`src/rtl/ysyx_axi_arb_fsm_pkg.sv`:
```
// Shared definitions for the AXI arbiter: FSM state and owner encodings,
// fixed AXI4 field values and the byte-mask to AXI size mapping.
package ysyx_axi_arb_fsm_pkg;

    typedef enum logic [2:0] {
        ST_IDLE = 3'd0,
        ST_AR   = 3'd1,
        ST_R    = 3'd2,
        ST_AW_W = 3'd3,
        ST_B    = 3'd4
    } arb_state_e;

    typedef enum logic {
        OWN_IFU = 1'b0,
        OWN_LSU = 1'b1
    } arb_owner_e;

    localparam logic [2:0] AXI_SIZE_1B   = 3'd0;
    localparam logic [2:0] AXI_SIZE_2B   = 3'd1;
    localparam logic [2:0] AXI_SIZE_4B   = 3'd2;
    localparam logic [1:0] AXI_BURST_INCR = 2'b01;
    localparam logic [1:0] AXI_RESP_OKAY  = 2'b00;
    localparam logic [7:0] AXI_LEN_SINGLE = 8'd0;
    localparam logic [3:0] AXI_ID_ZERO    = 4'd0;

    // Only byte, halfword and word masks are legal; anything else is treated as a word.
    function automatic logic [2:0] mask_to_size(input logic [3:0] mask);
        case (mask)
            4'h1:    return AXI_SIZE_1B;
            4'h3:    return AXI_SIZE_2B;
            default: return AXI_SIZE_4B;
        endcase
    endfunction

endpackage

```
`src/rtl/ysyx_axi_arb_fsm_lane_align.sv`:
```
// Byte-lane steering between the 32-bit requester side and the 64-bit AXI bus.
module ysyx_axi_lane_align (
    input  logic [63:0] rdata,
    input  logic [2:0]  addr_lo,
    input  logic [31:0] word,
    input  logic [3:0]  mask,
    output logic [31:0] rword,
    output logic [63:0] wdata,
    output logic [7:0]  wstrb
);

    logic [31:0] rd_lane;
    logic [31:0] wr_shift;
    logic [3:0]  strb4;

    // Pick the 32-bit half, right-align reads, left-shift and replicate writes.
    always_comb begin
        rd_lane  = addr_lo[2] ? rdata[63:32] : rdata[31:0];
        rword    = rd_lane >> {addr_lo[1:0], 3'b000};
        wr_shift = word << {addr_lo[1:0], 3'b000};
        wdata    = {wr_shift, wr_shift};
        strb4    = mask << addr_lo[1:0];
        wstrb    = addr_lo[2] ? {strb4, 4'h0} : {4'h0, strb4};
    end

endmodule

```
`src/rtl/ysyx_axi_arb_fsm.sv`:
```
// Single-outstanding AXI4 arbiter for IFU fetches, LSU loads and LSU stores.
//
// state | meaning
// IDLE  | no transaction; arbitrate store > load > fetch (IFU first when flagged)
// AR    | read address presented, waiting for arready
// R     | waiting for the single read beat
// AW_W  | write address and data presented, each retired on its own handshake
// B     | waiting for the write response
module ysyx_axi_arb_fsm
    import ysyx_axi_arb_fsm_pkg::*;
#(
    parameter int ADDR_W = 32,
    parameter int DATA_W = 32
) (
    input  logic              clk,
    input  logic              rst,

    input  logic              ifu_arvalid,
    input  logic [ADDR_W-1:0] ifu_araddr,
    output logic [DATA_W-1:0] ifu_rdata_o,
    output logic              ifu_rvalid_o,

    input  logic              lsu_arvalid,
    input  logic [ADDR_W-1:0] lsu_araddr,
    input  logic [7:0]        lsu_rstrb,
    output logic [DATA_W-1:0] lsu_rdata_o,
    output logic              lsu_rvalid_o,

    input  logic              lsu_awvalid,
    input  logic [ADDR_W-1:0] lsu_awaddr,
    input  logic [DATA_W-1:0] lsu_wdata,
    input  logic [7:0]        lsu_wstrb,
    output logic              lsu_bvalid_o,

    input  logic              io_master_arready,
    output logic              io_master_arvalid,
    output logic [ADDR_W-1:0] io_master_araddr,
    output logic [3:0]        io_master_arid,
    output logic [7:0]        io_master_arlen,
    output logic [2:0]        io_master_arsize,
    output logic [1:0]        io_master_arburst,

    output logic              io_master_rready,
    input  logic              io_master_rvalid,
    input  logic [1:0]        io_master_rresp,
    input  logic [63:0]       io_master_rdata,
    input  logic              io_master_rlast,
    input  logic [3:0]        io_master_rid,

    input  logic              io_master_awready,
    output logic              io_master_awvalid,
    output logic [ADDR_W-1:0] io_master_awaddr,
    output logic [3:0]        io_master_awid,
    output logic [7:0]        io_master_awlen,
    output logic [2:0]        io_master_awsize,
    output logic [1:0]        io_master_awburst,

    input  logic              io_master_wready,
    output logic              io_master_wvalid,
    output logic [63:0]       io_master_wdata,
    output logic [7:0]        io_master_wstrb,
    output logic              io_master_wlast,

    output logic              io_master_bready,
    input  logic              io_master_bvalid,
    input  logic [1:0]        io_master_bresp,
    input  logic [3:0]        io_master_bid,

    output logic              err_o
);

    arb_state_e        state_q, state_d;
    arb_owner_e        owner_q;
    logic [ADDR_W-1:0] addr_q;
    logic [2:0]        size_q;
    logic [3:0]        mask_q;
    logic [31:0]       data_q;
    logic              aw_done_q, aw_done_d;
    logic              w_done_q, w_done_d;
    logic              ifu_prio_q, ifu_prio_d;

    logic              grant_fetch, grant_load, grant_store;
    logic              rd_done, wr_done;
    logic [31:0]       rword;

    // Response IDs are not checked with a single transaction in flight; upper mask bits are always zero.
    logic              unused_in;
    assign unused_in = ^{io_master_rid, io_master_bid, lsu_rstrb[7:4], lsu_wstrb[7:4]};

    // State register.
    always_ff @(posedge clk or posedge rst) begin
        if (rst) begin
            state_q <= ST_IDLE;
        end else begin
            state_q <= state_d;
        end
    end

    // Transaction context captured at grant, plus handshake and fairness flags.
    always_ff @(posedge clk or posedge rst) begin
        if (rst) begin
            owner_q    <= OWN_IFU;
            addr_q     <= '0;
            size_q     <= '0;
            mask_q     <= '0;
            data_q     <= '0;
            aw_done_q  <= 1'b0;
            w_done_q   <= 1'b0;
            ifu_prio_q <= 1'b0;
        end else begin
            aw_done_q  <= aw_done_d;
            w_done_q   <= w_done_d;
            ifu_prio_q <= ifu_prio_d;
            if (grant_store) begin
                owner_q <= OWN_LSU;
                addr_q  <= lsu_awaddr;
                size_q  <= mask_to_size(lsu_wstrb[3:0]);
                mask_q  <= lsu_wstrb[3:0];
                data_q  <= 32'(lsu_wdata);
            end else if (grant_load) begin
                owner_q <= OWN_LSU;
                addr_q  <= lsu_araddr;
                size_q  <= mask_to_size(lsu_rstrb[3:0]);
                mask_q  <= lsu_rstrb[3:0];
                data_q  <= '0;
            end else if (grant_fetch) begin
                owner_q <= OWN_IFU;
                addr_q  <= ifu_araddr;
                size_q  <= AXI_SIZE_4B;
                mask_q  <= 4'hf;
                data_q  <= '0;
            end
        end
    end

    // Arbitration, next state and AXI handshake outputs.
    always_comb begin
        state_d           = state_q;
        grant_fetch       = 1'b0;
        grant_load        = 1'b0;
        grant_store       = 1'b0;
        aw_done_d         = aw_done_q;
        w_done_d          = w_done_q;
        ifu_prio_d        = ifu_prio_q;
        rd_done           = 1'b0;
        wr_done           = 1'b0;
        io_master_arvalid = 1'b0;
        io_master_rready  = 1'b0;
        io_master_awvalid = 1'b0;
        io_master_wvalid  = 1'b0;
        io_master_bready  = 1'b0;
        case (state_q)
            ST_IDLE: begin
                aw_done_d = 1'b0;
                w_done_d  = 1'b0;
                if (ifu_prio_q && ifu_arvalid) begin
                    grant_fetch = 1'b1;
                end else if (lsu_awvalid) begin
                    grant_store = 1'b1;
                end else if (lsu_arvalid) begin
                    grant_load = 1'b1;
                end else if (ifu_arvalid) begin
                    grant_fetch = 1'b1;
                end
                if (grant_store) begin
                    state_d = ST_AW_W;
                end else if (grant_load || grant_fetch) begin
                    state_d = ST_AR;
                end
                if (grant_store || grant_load || grant_fetch) begin
                    ifu_prio_d = 1'b0;
                end
            end
            ST_AR: begin
                io_master_arvalid = 1'b1;
                if (io_master_arready) begin
                    state_d = ST_R;
                end
            end
            ST_R: begin
                io_master_rready = 1'b1;
                if (io_master_rvalid && io_master_rlast) begin
                    rd_done = 1'b1;
                    state_d = ST_IDLE;
                    // A waiting fetch gets the next slot after any completed load.
                    if (owner_q == OWN_LSU) begin
                        ifu_prio_d = ifu_arvalid;
                    end
                end
            end
            ST_AW_W: begin
                io_master_awvalid = !aw_done_q;
                io_master_wvalid  = !w_done_q;
                aw_done_d = aw_done_q || io_master_awready;
                w_done_d  = w_done_q || io_master_wready;
                if (aw_done_d && w_done_d) begin
                    state_d = ST_B;
                end
            end
            ST_B: begin
                io_master_bready = 1'b1;
                if (io_master_bvalid) begin
                    wr_done = 1'b1;
                    state_d = ST_IDLE;
                end
            end
            default: state_d = ST_IDLE;
        endcase
    end

    ysyx_axi_lane_align u_lane_align (
        .rdata   (io_master_rdata),
        .addr_lo (addr_q[2:0]),
        .word    (data_q),
        .mask    (mask_q),
        .rword   (rword),
        .wdata   (io_master_wdata),
        .wstrb   (io_master_wstrb)
    );

    assign io_master_araddr  = addr_q;
    assign io_master_arsize  = size_q;
    assign io_master_arid    = AXI_ID_ZERO;
    assign io_master_arlen   = AXI_LEN_SINGLE;
    assign io_master_arburst = AXI_BURST_INCR;

    assign io_master_awaddr  = addr_q;
    assign io_master_awsize  = size_q;
    assign io_master_awid    = AXI_ID_ZERO;
    assign io_master_awlen   = AXI_LEN_SINGLE;
    assign io_master_awburst = AXI_BURST_INCR;
    assign io_master_wlast   = io_master_wvalid;

    assign ifu_rvalid_o = rd_done && (owner_q == OWN_IFU);
    assign lsu_rvalid_o = rd_done && (owner_q == OWN_LSU);
    assign lsu_bvalid_o = wr_done;
    assign ifu_rdata_o  = ifu_rvalid_o ? DATA_W'(rword) : '0;
    assign lsu_rdata_o  = lsu_rvalid_o ? DATA_W'(rword) : '0;
    assign err_o        = (rd_done && (io_master_rresp != AXI_RESP_OKAY)) ||
                          (wr_done && (io_master_bresp != AXI_RESP_OKAY));

endmodule
```
`config.mk`:
```
export PLATFORM = sky130hd
export DESIGN_NAME = ysyx_axi_arb_fsm
export DESIGN_NICKNAME = d
export VERILOG_FILES = /design/src/rtl/ysyx_axi_arb_fsm_pkg.sv /design/src/rtl/ysyx_axi_arb_fsm_lane_align.sv /design/src/rtl/ysyx_axi_arb_fsm.sv
export SDC_FILE = /design/constraint.sdc
export NUM_CORES = 1
export LEC_CHECK = 0
export BUFFER_PORTS_ARGS = -buffer_cell sky130_fd_sc_hd__buf_2
export CORE_AREA = 2 2 186 188
export CTS_BUF_LIST = sky130_fd_sc_hd__clkbuf_4 sky130_fd_sc_hd__clkbuf_8
export CTS_CLUSTER_SIZE = 16
export DETAILED_ROUTE_END_ITERATION = 8
export DIE_AREA = 0 0 188 190
export GPL_ROUTABILITY_DRIVEN = 0
export HOLD_SLACK_MARGIN = 0.05
export PLACE_DENSITY = 0.47
export SYNTH_ARGS = -nofsm -noshare
export SYNTH_HDL_FRONTEND = slang
export SYNTH_SLANG_ARGS = --single-unit
```
`constraint.sdc`:
```
create_clock -name clk -period 3.7 [get_ports clk]
set_clock_uncertainty 0.2 [all_clocks]
set_input_delay 1.11 -clock clk [delete_from_list [all_inputs] [get_ports clk]]
set_output_delay 1.11 -clock clk [all_outputs]
set_load 0.02 [all_outputs]
```
==> impl_metrics.csv, run 1 <==
group,metric,value,unit
clock_tree,clkSlewWorstSetupHoldPaths,0.09,ns
critical_path,critical_path_required,2.39,ns
clock_tree,cts_tree,"built",
synthesis,postSynth.asyncResetShare,1.00,
synthesis,postSynthAreaPerCell,8.25,um2
floorplanning,design.portCount,475,
critical_path,critPathTopFamily,"simple AND/OR/NAND/NOR gates",
timing,tightest_slew,0.738,ns
critical_path,worst_path_most_repeated_cell,"buf_2",
min_path,hold_path_depth,1,
power_and_ir_drop,p_leak,4.32,nW
synthesis,synth_edf_count,0,
floorplanning,floorplan.initialDensity,0.173,
floorplanning,die-height,190,um
synthesis,synth_seq_cells,77,
critical_path,cp_data_arrival_time,2.23,ns
critical_path,worstPathBufferInverterCount,3,
clock_tree,clkLatencyLatePin,0.38,ns
synthesis,ys_types,44,
routing,detail_route.wl_per_cell,16.1,um
synthesis,synth-seq-area-share,0.327,
placed_design,placement.cell_area,8010,um2
routing,detail_route.vias_per_cell,4.18,
timing,hold-worst-slack,0.304,ns
global_route,grt.total_usage,0.131,
routing,drc,0,
clock_tree,clock_tree.root_cell,"clkbuf_8",
timing,setup_viol,0,
synthesis,synth_warn,0,
floorplanning,core,33900,um2
placed_design,port_buffer_cells,428,
power_and_ir_drop,vdd_ir_drop_max,423,uV
global_route,grt_pass1_vias,6246,
critical_path,max_stage_delay,0.27,ns
floorplanning,die-width,188,um
clock_tree,ctsHtreeMaxLevel,3,
synthesis,post_syn_area,5880,um2
global_route,grt_pass1_wl,36200,um
final_layout,final_area,8250,um2
routing,drt-pass1-iter-count,4,
timing,timing.final.crit_share,0.956,
critical_path,timing.critical_path.to_type,"output port",
clock_tree,numClockSinks,77,
floorplanning,row_count,68,
placed_design,dp_cells,1504,
critical_path,start_kind,"input port",
critical_path,worst_reg_to_reg_path_cell_count,5,
critical_path,critical_path.max_fanout,25,
global_route,maximum_number_of_pins_on_one_net_before_global_route_repair,52,
critical_path,critical_path_slowest_stage_cell,"and2_1",
min_path,hold_path_class,"reg2reg",
critical_path,crit_chain,"buf_2 -> and2_1 -> nand3_4 -> buf_4 -> nor3_1 -> buf_2",
routing,drt-initial-drc-count,219,
floorplanning,floorplan.die_area,35700,um2
timing,timing.max_slew.rel_slack,0.505,
global_route,overflow,0,
placed_design,dp_hpwl,19500,um
clock_tree,numCtsBuffers,9,
synthesis,syn-instance-count,713,
timing,clock.fmax,0.283,GHz
timing,timing.final.crit_period,3.54,ns
final_layout,layout-area-overhead-vs-synth,40.1,%
clock_tree,clockBufferDepth,2,
routing,detail_route.wirelength,24600,um
critical_path,criticalPathCategory,"in2out",
synthesis,dominant_synthesized_flop_cell,"dfrtp_1",
timing,timing_hold_violations_final,0,
flow_run,max_cap_violations,0,
final_layout,layout.cells.non_filler,1523,
final_layout,final_layout_size_suffix_gt1_frac,0.481,
final_layout,n_antenna_cell,0,
critical_path,cp_num_cells,6,
status,status,"finished clean",
final_layout,fin_nets,1294,
routing,final_antenna_net_count,0,
global_route,grt_antenna_before_repair,0,
timing,timing.setup.tns,0,ns
routing,vias,6370,
timing,timing_max_transition_violations_final,0,
power_and_ir_drop,cellPowerDensity,878,nW/um2
timing,setup_repair_after_global_routing_missed_its_margin,"false",
final timing paths:
kind / slack, ns / from / end
setup / recovery: 0.16 / io_master_rvalid / lsu_rdata_o[21]
hold / removal: 0.30 / data_q[30] / data_q[30]
setup reg to reg: 0.87 / state_q[2] / io_master_araddr[25]
hold reg to reg: 0.30 / data_q[30] / data_q[30]
max in group asynchronous: 1.98 / rst / io_master_araddr[0]
min in group asynchronous: 0.58 / rst / data_q[29]
report_power, final:
part | total, mW | internal (mW) | leakage [nW] | switching (mW)
combinational | 4.94 | 1.77 | 3.27 | 3.17
clock | 0.684 | 0.318 | 0.0957 | 0.366
sequential | 1.61 | 1.22 | 0.954 | 0.387
state kept, by name, indices dropped and copies added, names as in the netlist:
signal / flops
data_q: 32
io_master_araddr: 32
mask_q: 4
state_q: 3
io_master_arsize: 2
aw_done_q: 1
ifu_prio_q: 1
owner_q: 1
w_done_q: 1
cell usage after synthesis, types with 2 or more instances:
cell type / instances / area share
buf_4: 100 / 0.13
dfrtp_1: 77 / 0.33
o21ai_0: 76 / 0.065
nor2_1: 69 / 0.044
nand2_1: 56 / 0.036
mux2i_1: 38 / 0.065
a22o_1: 32 / 0.048
o22ai_1: 32 / 0.034
clkbuf_1: 29 / 0.018
a21oi_1: 23 / 0.020
buf_2: 21 / 0.018
mux2_2: 17 / 0.033
nor3_1: 17 / 0.014
o21ai_1: 15 / 0.013
nor2b_1: 13 / 0.014
and2_1: 12 / 0.013
nand3_1: 11 / 0.0094
o211ai_1: 10 / 0.013
a211oi_1: 9 / 0.011
a2bb2oi_1: 8 / 0.012
o2bb2ai_1: 8 / 0.012
inv_1: 6 / 0.0038
nor3b_1: 5 / 0.0064
buf_6: 3 / 0.0057
a21o_1: 2 / 0.0026
and3_1: 2 / 0.0021
conb_1: 2 / 0.0013
nand2_2: 2 / 0.0021
nand2b_1: 2 / 0.0021
nand3_4: 2 / 0.0060
layout by cell type (no fill, tap or decap), types with 4 or more instances in the layout:
| cell type | n |
|---|---|
| a211oi_1 | 9 |
| a21oi_1 | 23 |
| a22o_1 | 32 |
| a2bb2oi_1 | 8 |
| and2_1 | 12 |
| buf_12 | 4 |
| buf_2 | 428 |
| buf_4 | 32 |
| clkbuf_8 | 9 |
| conb_1 | 30 |
| dfrtp_1 | 74 |
| inv_1 | 5 |
| mux2_2 | 17 |
| mux2i_1 | 38 |
| nand2_1 | 56 |
| nand3_1 | 11 |
| nor2_1 | 68 |
| nor2b_1 | 12 |
| nor3_1 | 17 |
| nor3b_1 | 5 |
| o211ai_1 | 10 |
| o21ai_0 | 76 |
| o21ai_1 | 15 |
| o22ai_1 | 32 |
| o2bb2ai_1 | 8 |
per-layer routing:
metal / GRT usage / up-vias / part of all wire
met5: 0 / - / 0
met4: 0.0485 / 0 / 0.022
met3: 0.0232 / 26 / 0.062
met2: 0.233 / 298 / 0.50
met1: 0.158 / 2935 / 0.42
li1: - / 3111 / -
worst reg2reg max path, delay by kind of cell (launching register included):
kind                   cells  cell delay [ns]
buffers and inverters      1             0.45
AOI/OAI and AO/OA          2             0.37
DFF                        1             0.53
and+or+nand+nor            2             1.16
what timing repair did:
item / 4_1_cts / 5_1_grt
hold buffers: 0 / 0
hold endpoints to repair: 0 / 0
endpoints found under the setup margin: 0 / 25
gates resized for setup: 0 / 2
setup buffers: 0 / 3
per-stage QoR:
step	setup WS [ns]	total power [mW]	utilization
after floorplan	0.251	5.25	-
after global placement	0.149	6.58	0.236
after detailed placement	0.151	6.59	0.236
after CTS	0.0496	7.30	0.242
after global routing	0.0336	7.79	0.243
final	0.164	7.24	0.243
cells by family (layout without fill, tap and decap cells):
logic type | Yosys count | after routing | share of synthesized area
buffers and inverters | 161 | 488 | 0.175
multiplexers | 55 | 55 | 0.0972
AO/OA/AOI/OAI | 223 | 223 | 0.242
other | 2 | 30 | 0.00128
AND/OR/NAND/NOR | 195 | 195 | 0.158
flip-flops | 77 | 77 | 0.327
final cells by class:
class                      count  area, um2
clock buffer                  10        131
inverter                       7       27.5
clock inverter                 6       63.8
sequential                    77       1930
multi-input combinational    503       3050
timing repair buffer         465       2470
fill                        3775      25700
tap                          455        569
(Power assumes the default switching activity.)
==> run 2, diff against run 1 <==
ABC_AREA = 1   (was unset)
PLACE_DENSITY = 0.5   (was 0.47)
==> impl_metrics.csv, run 2 <==
group,metric,value,unit
final_layout,final_cell_mix,"428 x buf_2, 370 x nand2_1, 149 x nor2_1, 74 x dfrtp_1, 72 x nand3_1",
routing,drt-initial-drc-count,346,
synthesis,yosys-top-cells-count,"370 x nand2_1, 149 x nor2_1, 102 x buf_4",
global_route,grt_pass1_wl,41300,um
synthesis,ys_types,31,
critical_path,start_kind,"register",
floorplanning,row_count,68,
placed_design,port_buffer_cells,428,
flow_run,max_cap_violations,0,
floorplanning,die-height,190,um
routing,detail_route.vias_per_cell,4.20,
floorplanning,floorplan.die_area,35700,um2
power_and_ir_drop,totalPowerFinal,7.78,mW
clock_tree,clkSlewWorstSetupHoldPaths,0.10,ns
power_and_ir_drop,cellPowerDensity,884,nW/um2
placed_design,dp_hpwl,22700,um
synthesis,synth_seq_cells,77,
global_route,grt.total_usage,0.152,
final_layout,final_layout_size_suffix_gt1_frac,0.359,
critical_path,critical_path.max_fanout,14,
clock_tree,numClockSinks,77,
timing,timing.max_slew.rel_slack,0.491,
synthesis,synth.most_common_cell,"nand2_1",
global_route,grt_antenna_before_repair,5,
synthesis,dominant_synthesized_flop_cell,"dfrtp_1",
final_layout,layout-area-overhead-vs-synth,33.5,%
timing,timing.final.crit_period,3.54,ns
clock_tree,cts_tree,"built",
timing,timing.setup.tns,0,ns
synthesis,synth.top_cell.area_share,0.292,
status,status,"finished clean",
critical_path,cp_data_arrival_time,2.23,ns
critical_path,criticalPathCategory,"reg2out",
final_layout,final_area,8800,um2
min_path,hold_end,"data_q[28]",
floorplanning,die-width,188,um
synthesis,postSynthAreaPerCell,6.16,um2
floorplanning,core,33900,um2
critical_path,critical_path_required,2.39,ns
timing,timing_max_transition_violations_final,0,
critical_path,r2r_slack,1.44,ns
routing,drt-pass1-iter-count,5,
global_route,overflow,0,
synthesis,post_syn_area,6590,um2
min_path,timing.hold.worst.start,"data_q[28]",
synthesis,yosysTopAreaCell,"dfrtp_1",
final_layout,fin_nets,1631,
min_path,hold_path_depth,2,
placed_design,placement.cell_area,8580,um2
timing,clock.fmax,0.282,GHz
timing,setup_viol,0,
clock_tree,numCtsBuffers,9,
timing,timing_hold_violations_final,0,
final_layout,n_fill_cell,3932,
global_route,maximum_number_of_pins_on_one_net_before_global_route_repair,78,
floorplanning,design.portCount,475,
min_path,hold_path_class,"reg2reg",
routing,drc,0,
clock_tree,ctsHtreeMaxLevel,3,
routing,vias,7807,
timing,setup_repair_after_global_routing_missed_its_margin,"false",
power_and_ir_drop,p_leak,5.17,nW
critical_path,worst_reg_to_reg_path_cell_count,7,
power_and_ir_drop,vdd_ir_drop_max,496,uV
global_route,grt_pass1_vias,7036,
timing,tightest_slew,0.762,ns
routing,detail_route.wirelength,28600,um
synthesis,syn-instance-count,1070,
synthesis,synth-seq-area-share,0.292,
synthesis,postSynth.asyncResetShare,1.00,
critical_path,timing.critical_path.to_type,"output port",
clock_tree,clockBufferDepth,2,
final_layout,layout.cells.most_common,"buf_2",
floorplanning,floorplan.initialDensity,0.194,
clock_tree,clock_tree.root_cell,"clkbuf_8",
critical_path,reg2reg_from,"state_q[0]",
timing,timing.final.crit_share,0.957,
synthesis,synth_edf_count,0,
critical_path,regToRegEndpoint,"io_master_araddr[31]",
routing,final_antenna_net_count,0,
synthesis,ys_top_cells_by_area,"dfrtp_1 29%, nand2_1 21%, buf_4 12%, nor2_1 8.5%, nand3_1 5.5%",
routing,detail_route.wl_per_cell,15.3,um
synthesis,synth_warn,0,
clock_tree,clkLatencyLatePin,0.37,ns
## run 2: report_power, final
group          switching (mW)  internal, mW
logic                    3.89          1.63
clock network           0.359         0.360
registers               0.326          1.21
## run 2: how the worst max path moves through the flow
stage                        startpoint               to  slack (ns)  cells past startpoint
floorplan              io_master_bvalid            err_o        0.17                      4
global placement    io_master_rdata[12]  ifu_rdata_o[12]        0.11                      6
detailed placement  io_master_rdata[12]  ifu_rdata_o[12]        0.11                      6
CTS                 io_master_araddr[2]   lsu_rdata_o[8]        0.06                      6
global route        io_master_araddr[2]  ifu_rdata_o[14]       0.007                      6
finish              io_master_araddr[2]   lsu_rdata_o[8]        0.16                      6
## run 2: metal layers
layer,GRT usage,up-vias,share of wire
met3,0.0256,34,0.064
met2,0.267,372,0.48
li1,-,3896,-
met1,0.188,3505,0.42
met5,0,-,0
met4,0.0557,0,0.028
## run 2: cell type report
class | count | area, um2 | area share
Antenna cell | 1 | 2.50 | 0.000284
Clock buffer | 12 | 159 | 0.0181
Clock inverter | 4 | 55.1 | 0.00626
Inverter | 62 | 239 | 0.0272
Multi-Input combinational cell | 797 | 3450 | 0.392
Sequential cell | 77 | 1930 | 0.219
Tap cell | 455 | 569 | 0.0647
Timing Repair Buffer | 453 | 2390 | 0.272
## run 2: cell families (layout without fill, tap and decap cells)
logic type | count (synthesis) | in the layout | synth area share
DFF | 77 | 77 | 0.292
and+or+nand+nor | 612 | 612 | 0.377
buffers and inverters | 224 | 531 | 0.201
other | 2 | 31 | 0.00114
AOI/OAI and AO/OA | 155 | 155 | 0.129
## run 2: critical path: stages (launching register included)
cell and delay, ns:
dfrtp_2 0.55, buf_4 0.28, nand2_1 0.09, a21oi_1 0.30, nand2_1 0.15, a21oi_1 0.24
buf_2 0.21
## run 2: timing repair
action,in CTS,in global routing
resized for setup,1,1
setup endpoints to repair,16,6
setup buffers,0,0
pin swaps,0,0
hold buffers,0,0
## run 2: through the flow
stage / instances / hold WS [ns] / setup slack [ns] / util
after global placement: 1844 / 0.265 / 0.111 / 0.253
after CTS: 1860 / 0.287 / 0.0608 / 0.259
after floorplan: 1098 / 0.242 / 0.171 / -
final: 1861 / 0.287 / 0.158 / 0.259
after global routing: 1861 / 0.308 / 0.00676 / 0.259
after detailed placement: 1844 / 0.264 / 0.108 / 0.253
